**config.mk**
```make
export PLATFORM = sky130hd
export DESIGN_NAME = seg_scan_decoder
export DESIGN_NICKNAME = d
export VERILOG_FILES = /design/src/rtl/seg_scan_decoder.sv
export SDC_FILE = /design/constraint.sdc
export NUM_CORES = 1
export LEC_CHECK = 0
export ABC_AREA = 0
export CAP_MARGIN = 0
export CORE_MARGIN = 1
export CORE_UTILIZATION = 63
export DETAILED_ROUTE_END_ITERATION = 10
export DONT_BUFFER_PORTS = 1
export GPL_TIMING_DRIVEN = 0
export PLACE_DENSITY = 0.76
export SLEW_MARGIN = 30
export SYNTH_ARGS = -nofsm -noshare
export SYNTH_HDL_FRONTEND = slang
export SYNTH_SLANG_ARGS = --single-unit
```
**constraint.sdc**
```tcl
create_clock -name clk -period 2.45 [get_ports clk]
set_clock_uncertainty 0.05 [all_clocks]
set_input_delay 0.3675 -clock clk [delete_from_list [all_inputs] [get_ports clk]]
set_output_delay 0.3675 -clock clk [all_outputs]
set_load 0.01 [all_outputs]
```
**src/rtl/seg_scan_decoder.sv**
```systemverilog
// Seven-segment scan capture: rebuilds the four multiplexed digits from the
// display header lines and reports mm:ss once per complete scan frame.

module seg_digit_slot (
   input  logic       clk,
   input  logic       rst,
   input  logic       wr_i,
   input  logic       blank_i,
   input  logic [3:0] val_i,
   output logic [3:0] digit_o,
   output logic       blank_o
);
   logic [3:0] digit_q, digit_d;
   logic       blank_q, blank_d;

   // A blank write keeps the last digit so blinking fields still report a value.
   always_comb begin
      digit_d = digit_q;
      blank_d = blank_q;
      if (wr_i) begin
         blank_d = blank_i;
         if (!blank_i) digit_d = val_i;
      end
   end

   always_ff @(posedge clk) begin
      if (!rst) begin
         digit_q <= '0;
         blank_q <= 1'b0;
      end else begin
         digit_q <= digit_d;
         blank_q <= blank_d;
      end
   end

   assign digit_o = digit_q;
   assign blank_o = blank_q;
endmodule

module seg_scan_decoder #(
   parameter int unsigned STABLE_CYCLES  = 16,
   parameter int unsigned TIMEOUT_CYCLES = 1000000
) (
   input  logic        clk,
   input  logic        rst,
   input  logic [6:0]  cathode_in,
   input  logic [3:0]  anode_in,
   output logic [15:0] digit_bus,
   output logic [5:0]  minutes,
   output logic [5:0]  seconds,
   output logic [3:0]  blank_mask,
   output logic        frame_valid,
   output logic        decode_err,
   output logic        range_err,
   output logic        link_lost
);
   localparam int NUM_DIGITS = 4;
   localparam int SW = $clog2(STABLE_CYCLES + 1);
   localparam int TW = $clog2(TIMEOUT_CYCLES + 1);
   localparam logic [SW-1:0] STABLE_MAX = SW'(STABLE_CYCLES);
   localparam logic [TW-1:0] IDLE_MAX   = TW'(TIMEOUT_CYCLES);
   localparam logic [TW-1:0] IDLE_LAST  = TW'(TIMEOUT_CYCLES - 1);

   logic [10:0] sync1_q, sync2_q, prev_q;
   logic [6:0]  cath;
   logic [3:0]  anod;
   logic        changed, anode_chg;

   logic [SW-1:0] stab_q, stab_d;
   logic          armed_q, armed_d;
   logic          accept;

   logic        onehot;
   logic [1:0]  idx;
   logic        dec_hit, dec_blank;
   logic [3:0]  dec_val;

   logic [NUM_DIGITS-1:0]      wr;
   logic [NUM_DIGITS-1:0][3:0] digit;
   logic [NUM_DIGITS-1:0]      blank;
   logic [NUM_DIGITS-1:0]      seen_q, seen_d;

   logic [TW-1:0] idle_q, idle_d;
   logic          timeout_hit;

   logic [15:0] bus_q, bus_d;
   logic [5:0]  min_q, min_d, sec_q, sec_d;
   logic [3:0]  bmask_q, bmask_d;
   logic        fv_q, fv_d, derr_q, derr_d, rerr_q, rerr_d, lost_q, lost_d;

   function automatic logic [5:0] mmss(input logic [3:0] tens, input logic [3:0] ones);
      return 6'({tens, 3'b000}) + 6'({tens, 1'b0}) + 6'(ones);
   endfunction

   assign cath      = sync2_q[10:4];
   assign anod      = sync2_q[3:0];
   assign changed   = (sync2_q != prev_q);
   assign anode_chg = (sync2_q[3:0] != prev_q[3:0]);

   always_comb begin
      onehot = 1'b1;
      idx    = 2'd0;
      case (anod)
         4'b1110: idx = 2'd0;
         4'b1101: idx = 2'd1;
         4'b1011: idx = 2'd2;
         4'b0111: idx = 2'd3;
         default: onehot = 1'b0;
      endcase
   end

   always_comb begin
      dec_hit   = 1'b1;
      dec_blank = 1'b0;
      dec_val   = 4'd0;
      case (cath)
         7'h40: dec_val = 4'd0;
         7'h79: dec_val = 4'd1;
         7'h24: dec_val = 4'd2;
         7'h30: dec_val = 4'd3;
         7'h19: dec_val = 4'd4;
         7'h12: dec_val = 4'd5;
         7'h02: dec_val = 4'd6;
         7'h78: dec_val = 4'd7;
         7'h00: dec_val = 4'd8;
         7'h10: dec_val = 4'd9;
         7'h7F: dec_blank = 1'b1;
         default: dec_hit = 1'b0;
      endcase
   end

   // !changed guards the cycle where new data arrives while the count is still saturated.
   assign accept = (stab_q == STABLE_MAX) && !changed && armed_q && onehot;

   always_comb begin
      stab_d = changed ? '0 : ((stab_q == STABLE_MAX) ? stab_q : stab_q + 1'b1);
      armed_d = armed_q;
      if (accept)    armed_d = 1'b0;
      if (anode_chg) armed_d = 1'b1;
   end

   genvar g;
   generate
      for (g = 0; g < NUM_DIGITS; g++) begin : g_slot
         assign wr[g] = accept && dec_hit && (idx == 2'(g));
         seg_digit_slot u_slot (
            .clk     (clk),
            .rst     (rst),
            .wr_i    (wr[g]),
            .blank_i (dec_blank),
            .val_i   (dec_val),
            .digit_o (digit[g]),
            .blank_o (blank[g])
         );
      end
   endgenerate

   assign timeout_hit = !accept && (idle_q == IDLE_LAST);

   always_comb begin
      idle_d = accept ? '0 : ((idle_q == IDLE_MAX) ? idle_q : idle_q + 1'b1);
      lost_d = accept ? 1'b0 : (lost_q | timeout_hit);

      // Clearing first lets an accept in the completion cycle seed the next frame.
      seen_d = seen_q;
      if (seen_q == 4'hF || timeout_hit) seen_d = '0;
      seen_d = seen_d | wr;

      fv_d    = (seen_q == 4'hF);
      derr_d  = accept && !dec_hit;
      bus_d   = bus_q;
      min_d   = min_q;
      sec_d   = sec_q;
      bmask_d = bmask_q;
      rerr_d  = rerr_q;
      if (seen_q == 4'hF) begin
         bus_d   = digit;
         min_d   = mmss(digit[3], digit[2]);
         sec_d   = mmss(digit[1], digit[0]);
         bmask_d = blank;
         rerr_d  = (digit[3] > 4'd5) || (digit[1] > 4'd5);
      end
   end

   always_ff @(posedge clk) begin
      if (!rst) begin
         sync1_q <= '1;
         sync2_q <= '1;
         prev_q  <= '1;
         stab_q  <= '0;
         armed_q <= 1'b1;
         seen_q  <= '0;
         idle_q  <= '0;
         bus_q   <= '0;
         min_q   <= '0;
         sec_q   <= '0;
         bmask_q <= '0;
         fv_q    <= 1'b0;
         derr_q  <= 1'b0;
         rerr_q  <= 1'b0;
         lost_q  <= 1'b0;
      end else begin
         sync1_q <= {cathode_in, anode_in};
         sync2_q <= sync1_q;
         prev_q  <= sync2_q;
         stab_q  <= stab_d;
         armed_q <= armed_d;
         seen_q  <= seen_d;
         idle_q  <= idle_d;
         bus_q   <= bus_d;
         min_q   <= min_d;
         sec_q   <= sec_d;
         bmask_q <= bmask_d;
         fv_q    <= fv_d;
         derr_q  <= derr_d;
         rerr_q  <= rerr_d;
         lost_q  <= lost_d;
      end
   end

   assign digit_bus   = bus_q;
   assign minutes     = min_q;
   assign seconds     = sec_q;
   assign blank_mask  = bmask_q;
   assign frame_valid = fv_q;
   assign decode_err  = derr_q;
   assign range_err   = rerr_q;
   assign link_lost   = lost_q;
endmodule

```
Word-level counts from Yosys, hierarchy flattened

Cells that the tools add are included.

Flip-flop bits (word level): 119
Logic and storage cells: 90

$add $sub $neg: 6
Magnitude comparators: 2
Eq/ne operators: 23
Muxes and demuxes: 6
Bitwise gates (word level): 4
Reductions and logical operators: 26

Operator list:

| cell                                                           | number |
|---|---|
| equality test 20 bit (second input constant)                   | 2 |
| one-hot mux 4 bit (9 select lines)                             | 1 |
| equality test 7 bit (second input constant)                    | 4 |
| equality test 7 x 5 -> 1 bit (second input constant)           | 3 |
| adder 20 x 1 -> 20 bit (second input constant)                 | 1 |
| equality test 4 bit (second input constant)                    | 4 |
| equality test 7 x 6 -> 1 bit (second input constant)           | 2 |
| adder 6 x 4 -> 6 bit                                           | 2 |
| adder 6 x 5 -> 6 bit                                           | 2 |
| inequality test 11 bit                                         | 1 |
| OR reduction 11 bit                                            | 1 |
| logical AND 1 bit                                              | 10 |
| greater-than comparator 4 x 3 -> 1 bit (second input constant) | 2 |
| AND reduction 2 bit                                            | 4 |
| equality test 7 x 2 -> 1 bit (second input constant)           | 1 |
| logical NOT 7 bit                                              | 1 |
| one-hot mux 2 bit (3 select lines)                             | 1 |
| OR reduction 2 bit                                             | 3 |
| adder 5 x 1 -> 5 bit (second input constant)                   | 1 |
| equality test 5 bit (second input constant)                    | 1 |
| equality test 2 bit (second input constant)                    | 2 |
| equality test 4 x 3 -> 1 bit (second input constant)           | 1 |
| two-way mux 4 bit                                              | 1 |
| inequality test 4 bit                                          | 1 |
| other kinds (9)                                                | 15 |

Depth between registers and ports, before layout

Word-level depth: 10
Gate-level depth with buffers: 9
Gate-level depth less buffers: 7

Cells and area by module

From an unflattened synthesis, not the netlist that was laid out.

Cell total of the unflattened synthesis: 543
Area total of the unflattened synthesis: 4,988.5 um2

By module, submodules not included:

| module           | instances | cells each | area each (um2) |
|---|---|---|---|
| seg_scan_decoder | 1         | 455        | 4,177.8 |
| seg_digit_slot   | 4         | 22         | 202.7 |

Least setup slack after synthesis

Ideal clock, no wire load.

Path type: register to register
Start: register sync2_q[6]
End: register g_slot[2].u_slot.digit_q[1]
Data arrival time: 1.736 ns
Required time: 2.281 ns
Path slack: 0.545 ns
Cell stages (with the launch flop): 9
Buffers on the path: 2
Clock period less this slack: 1.905 ns
Cell sequence: dfxtp_1 buf_6 xor2_1 nor4_2 nand3_2 nor3_4 buf_6 nand2_1 o221a_1

Word-level cells in the longest chain between the ends: 8

RTL lines:

| item                                                                        | line | source |
|---|---|---|
| from (decl)                                                                 | 64   | `logic [10:0] sync1_q, sync2_q, prev_q;` |
| from (signal assigned)                                                      | 204  | `sync2_q <= sync1_q;` |
| parallel branches: the longest is 8 deep, another holds OR reduction 11 bit | --   |  |
| to (signal assigned)                                                        | 31   | `digit_q <= digit_d;` |
| to (decl)                                                                   | 13   | `logic [3:0] digit_q, digit_d;` |

Parallel ways; which one is timed is not known.
A chain may end at the register's enable or synchronous reset.

Worst setup path in the final report

Start: register sync2_q[5]
End: register g_slot[2].u_slot.digit_q[1]

Same word-level chain as after synthesis.

==> results by group <==
Worst setup path
  – Crit Path Class: flop to flop
  – Type of origin of the critical path: flop
  – Worst path arrival time: 2650 ps
  – Reg-to-reg startpoint: sync2_q[5]
  – Critical Path Source: sync2_q[5]
  – CP required: 2790 ps
  – Crit. End Element: flop
  – CP Max Fanout: 10

Logic synthesis
  – Area contributors post-synth: dfxtp_1, nand2_1, nand2b_1
  – Unique cell type count in the Yosys netlist: 50
  – Leading area contributor after synthesis: dfxtp_1
  – Mean Syn Cell Area: 9.44 um2
  – Main combinational cell family by area after synthesis: simple AND/OR/NAND/NOR gates
  – Synth Warn #: 0
  – Post-synthesis mux area share: 3.23%
  – Top cell type's share of synthesized area: 47.2%
  – Post-synthesis async set-or-reset flop share: 0%
  – Mapped Cells: 525
  – Synth Area in Simple Gates: 23.3%
  – Commonest cells post-synth: dfxtp_1, nand2_1, nor2_1
  – Post-Synth XOR/XNOR Area: 7.24%
  – Count leader, synth: dfxtp_1
  – Synth Area in Adders: 5.65%
  – Synth Area in Compound Gates: 9.09%
  – Flops & latches, synth: 117
  – Mapped Area: 4960 um2
  – Mapped Nets: 558
  – Post-synth EDFFs: 0
  – Sequential area share after synthesis: 47.2%
  – Top FF cell, synth: dfxtp_1

Placed design
  – Dpl hpwl: 6840 um
  – Setup slack at placement: 203 ps
  – Port Buf Inserts: 0
  – Dpl cells: 624
  – GP Congestion: 0.844

Run status
  – Status: complete, no violations

Global routing
  – First-pass GRT wire length: 17900 um
  – Met2 Use GR: 50.0%
  – M3 GR Usage: 7.24%
  – GRT overflow: 0
  – Largest net degree at the start of global routing: 17
  – Initial antenna violation count: 0
  – M1 GR Usage: 30.1%
  – Vias in the first global route: 3881
  – Busiest grt layer: met2
  – Global-route usage over all layers: 27.9%

Drt
  – Initial DRT Pass Iterations: 4
  – DRC Markers: 0
  – Vias: 3710
  – Vias/cell: 5.56
  – Routed Antenna Nets: 0
  – DR WL/cell: 16.0 um
  – Detailed Route WL: 10700 um
  – Number of DRC markers in iteration 0: 149

CTS
  – Clock Sinks: 117
  – TritonCTS clock tree: done
  – CTS H-tree depth: 4
  – Cts bufs inserted: 17
  – Root Driver: clkbuf_8
  – Clk_lat worst skew: 510 ps
  – Clk slew on worst S/H paths: 60 ps
  – CTS Buffer Depth: 2
  – Postcts setup bufs: 0

Power and ir drop
  – Power Dens Cells: 806 nW/um2
  – Worst vdd ir: 0.000549 V
  – Pleak: 2.23 nW

STA
  – Tcrit/Tclk final: 94.2%
  – Hold Slack: 156 ps
  – Slew HR: 40.4%
  – Final worst slack: 141 ps
  – Minimum clock period: 2310 ps
  – Final hold violation count: 0
  – Final setup viols: 0
  – RSZ-0062 raised after global routing: no
  – Worst-Margin Slew: 887 ps
  – Maximum operating frequency: 433 MHz
  – Slew Viols, Final: 0
  – Setup TNS: 0 ps

Worst hold path
  – Hold Path Class: input port to flop
  – Worst min-delay path startpoint: rst

Floorplan
  – Core area: 7450 um2
  – Initial core utilization: 66.6%
  – Top Ports: 49
  – Row count: 31
  – Chip width: 90.7 um
  – Die height: 90.7 um
  – Die area: 8230 um2

Finish
  – Post-layout net count: 589
  – Layout Cells excl Fill: 667
  – Share of layout cells above drive strength 1: 10.4%
  – Antenna Cells: 0
  – Filler instances: 488
  – Synth-to-layout area growth: 17.6%

Job
  – Max-cap viol count: 0
report_power, final:
part / leakage (nW) / internal (W) / switching, W
Combinational: 0.979 / 0.0000675 / 0.000102
Clock: 0.304 / 0.00175 / 0.000832
Sequential: 0.950 / 0.00193 / 0.0000155
Total: 2.23 / 0.00375 / 0.000950
cell usage in the layout (no fill, tap or decap), drive strengths merged, types with 2 or more instances in the layout:
cell type / count
a211oi: 5
a21o: 2
a21oi: 32
and2: 2
and3: 6
and4: 2
and4b: 2
buf: 19
bufinv: 4
clkbuf: 34
clkinv: 3
dfxtp: 117
dlygate4sd3: 12
fa: 4
ha: 16
inv: 14
mux2i: 16
nand2: 87
nand2b: 35
nand3: 11
nand3b: 2
nand4: 5
nand4b: 4
nor2: 39
nor3: 10
nor3b: 4
nor4: 5
nor4b: 3
o211ai: 8
o21ai: 3
o221a: 8
o32ai: 4
xnor2: 17
xor2: 24
stage by stage:
stage	cell area, um2	total power [W]	utilization, %
floorplan	4960	0.00210	-
global placement	5080	0.00213	68.2
detailed placement	5080	0.00214	68.2
CTS	5820	0.00470	78.2
global route	5830	0.00482	78.3
finish	5830	0.00470	78.3
metal layers:
layer | share of wire [%] | up-vias
li1 | - | 1836
met1 | 43 | 1753
met2 | 51 | 95
met3 | 4.4 | 26
met4 | 2.4 | 0
met5 | 0 | -
area by class of cell:
type                    instances  area (um2)  share of cell area [%]
well taps                      99         124                    2.12
multi-input cells             364        2410                    41.4
clock inverters                 8         146                    2.51
clock buffers                  23         477                    8.18
plain buffers                  30         156                    2.68
inverters                      14        52.6                   0.901
repair buffers                 12         120                    2.06
flip-flops and latches        117        2340                    40.2
timing repair:
item	4_1_cts	5_1_grt
hold buffers	12	0
hold endpoints to repair	13	0
resized for setup	0	1
endpoints found under the setup margin	0	6
flip-flops by register name, summed over array words and instances, names as in the netlist, 5 cells and up:
name,cells
minutes,5
digit_bus,16
g_slot.u_slot.digit_o,16
seconds,5
prev_q,11
sync2_q,11
sync1_q,11
stab_q,5
idle_q,20
worst max-delay path, stage by stage, from the launching register on:
cell	delay (ps)
dfxtp_1	300
buf_2	180
xor2_1	180
nor3_1	350
nand3_2	150
nor3_4	350
buf_6	200
nand2_1	160
o221a_1	280
cells by family after synthesis:
logic type / after synthesis
flops: 117
fa+ha+maj: 20
compound gates: 66
mux: 16
simple gates: 221
buf+inv: 44
xor+xnor: 41
final timing paths:
check | cells past startpoint | to | slack [ps]
worst max-delay path | 8 | g_slot[2].u_slot.digit_o[1] | 140
worst min-delay path | 2 | sync2_q[1] | 160
worst max register to register | 8 | g_slot[2].u_slot.digit_o[1] | 140
worst min register to register | 1 | sync2_q[5] | 350
Note: power is estimated with default switching activity, not from simulation.
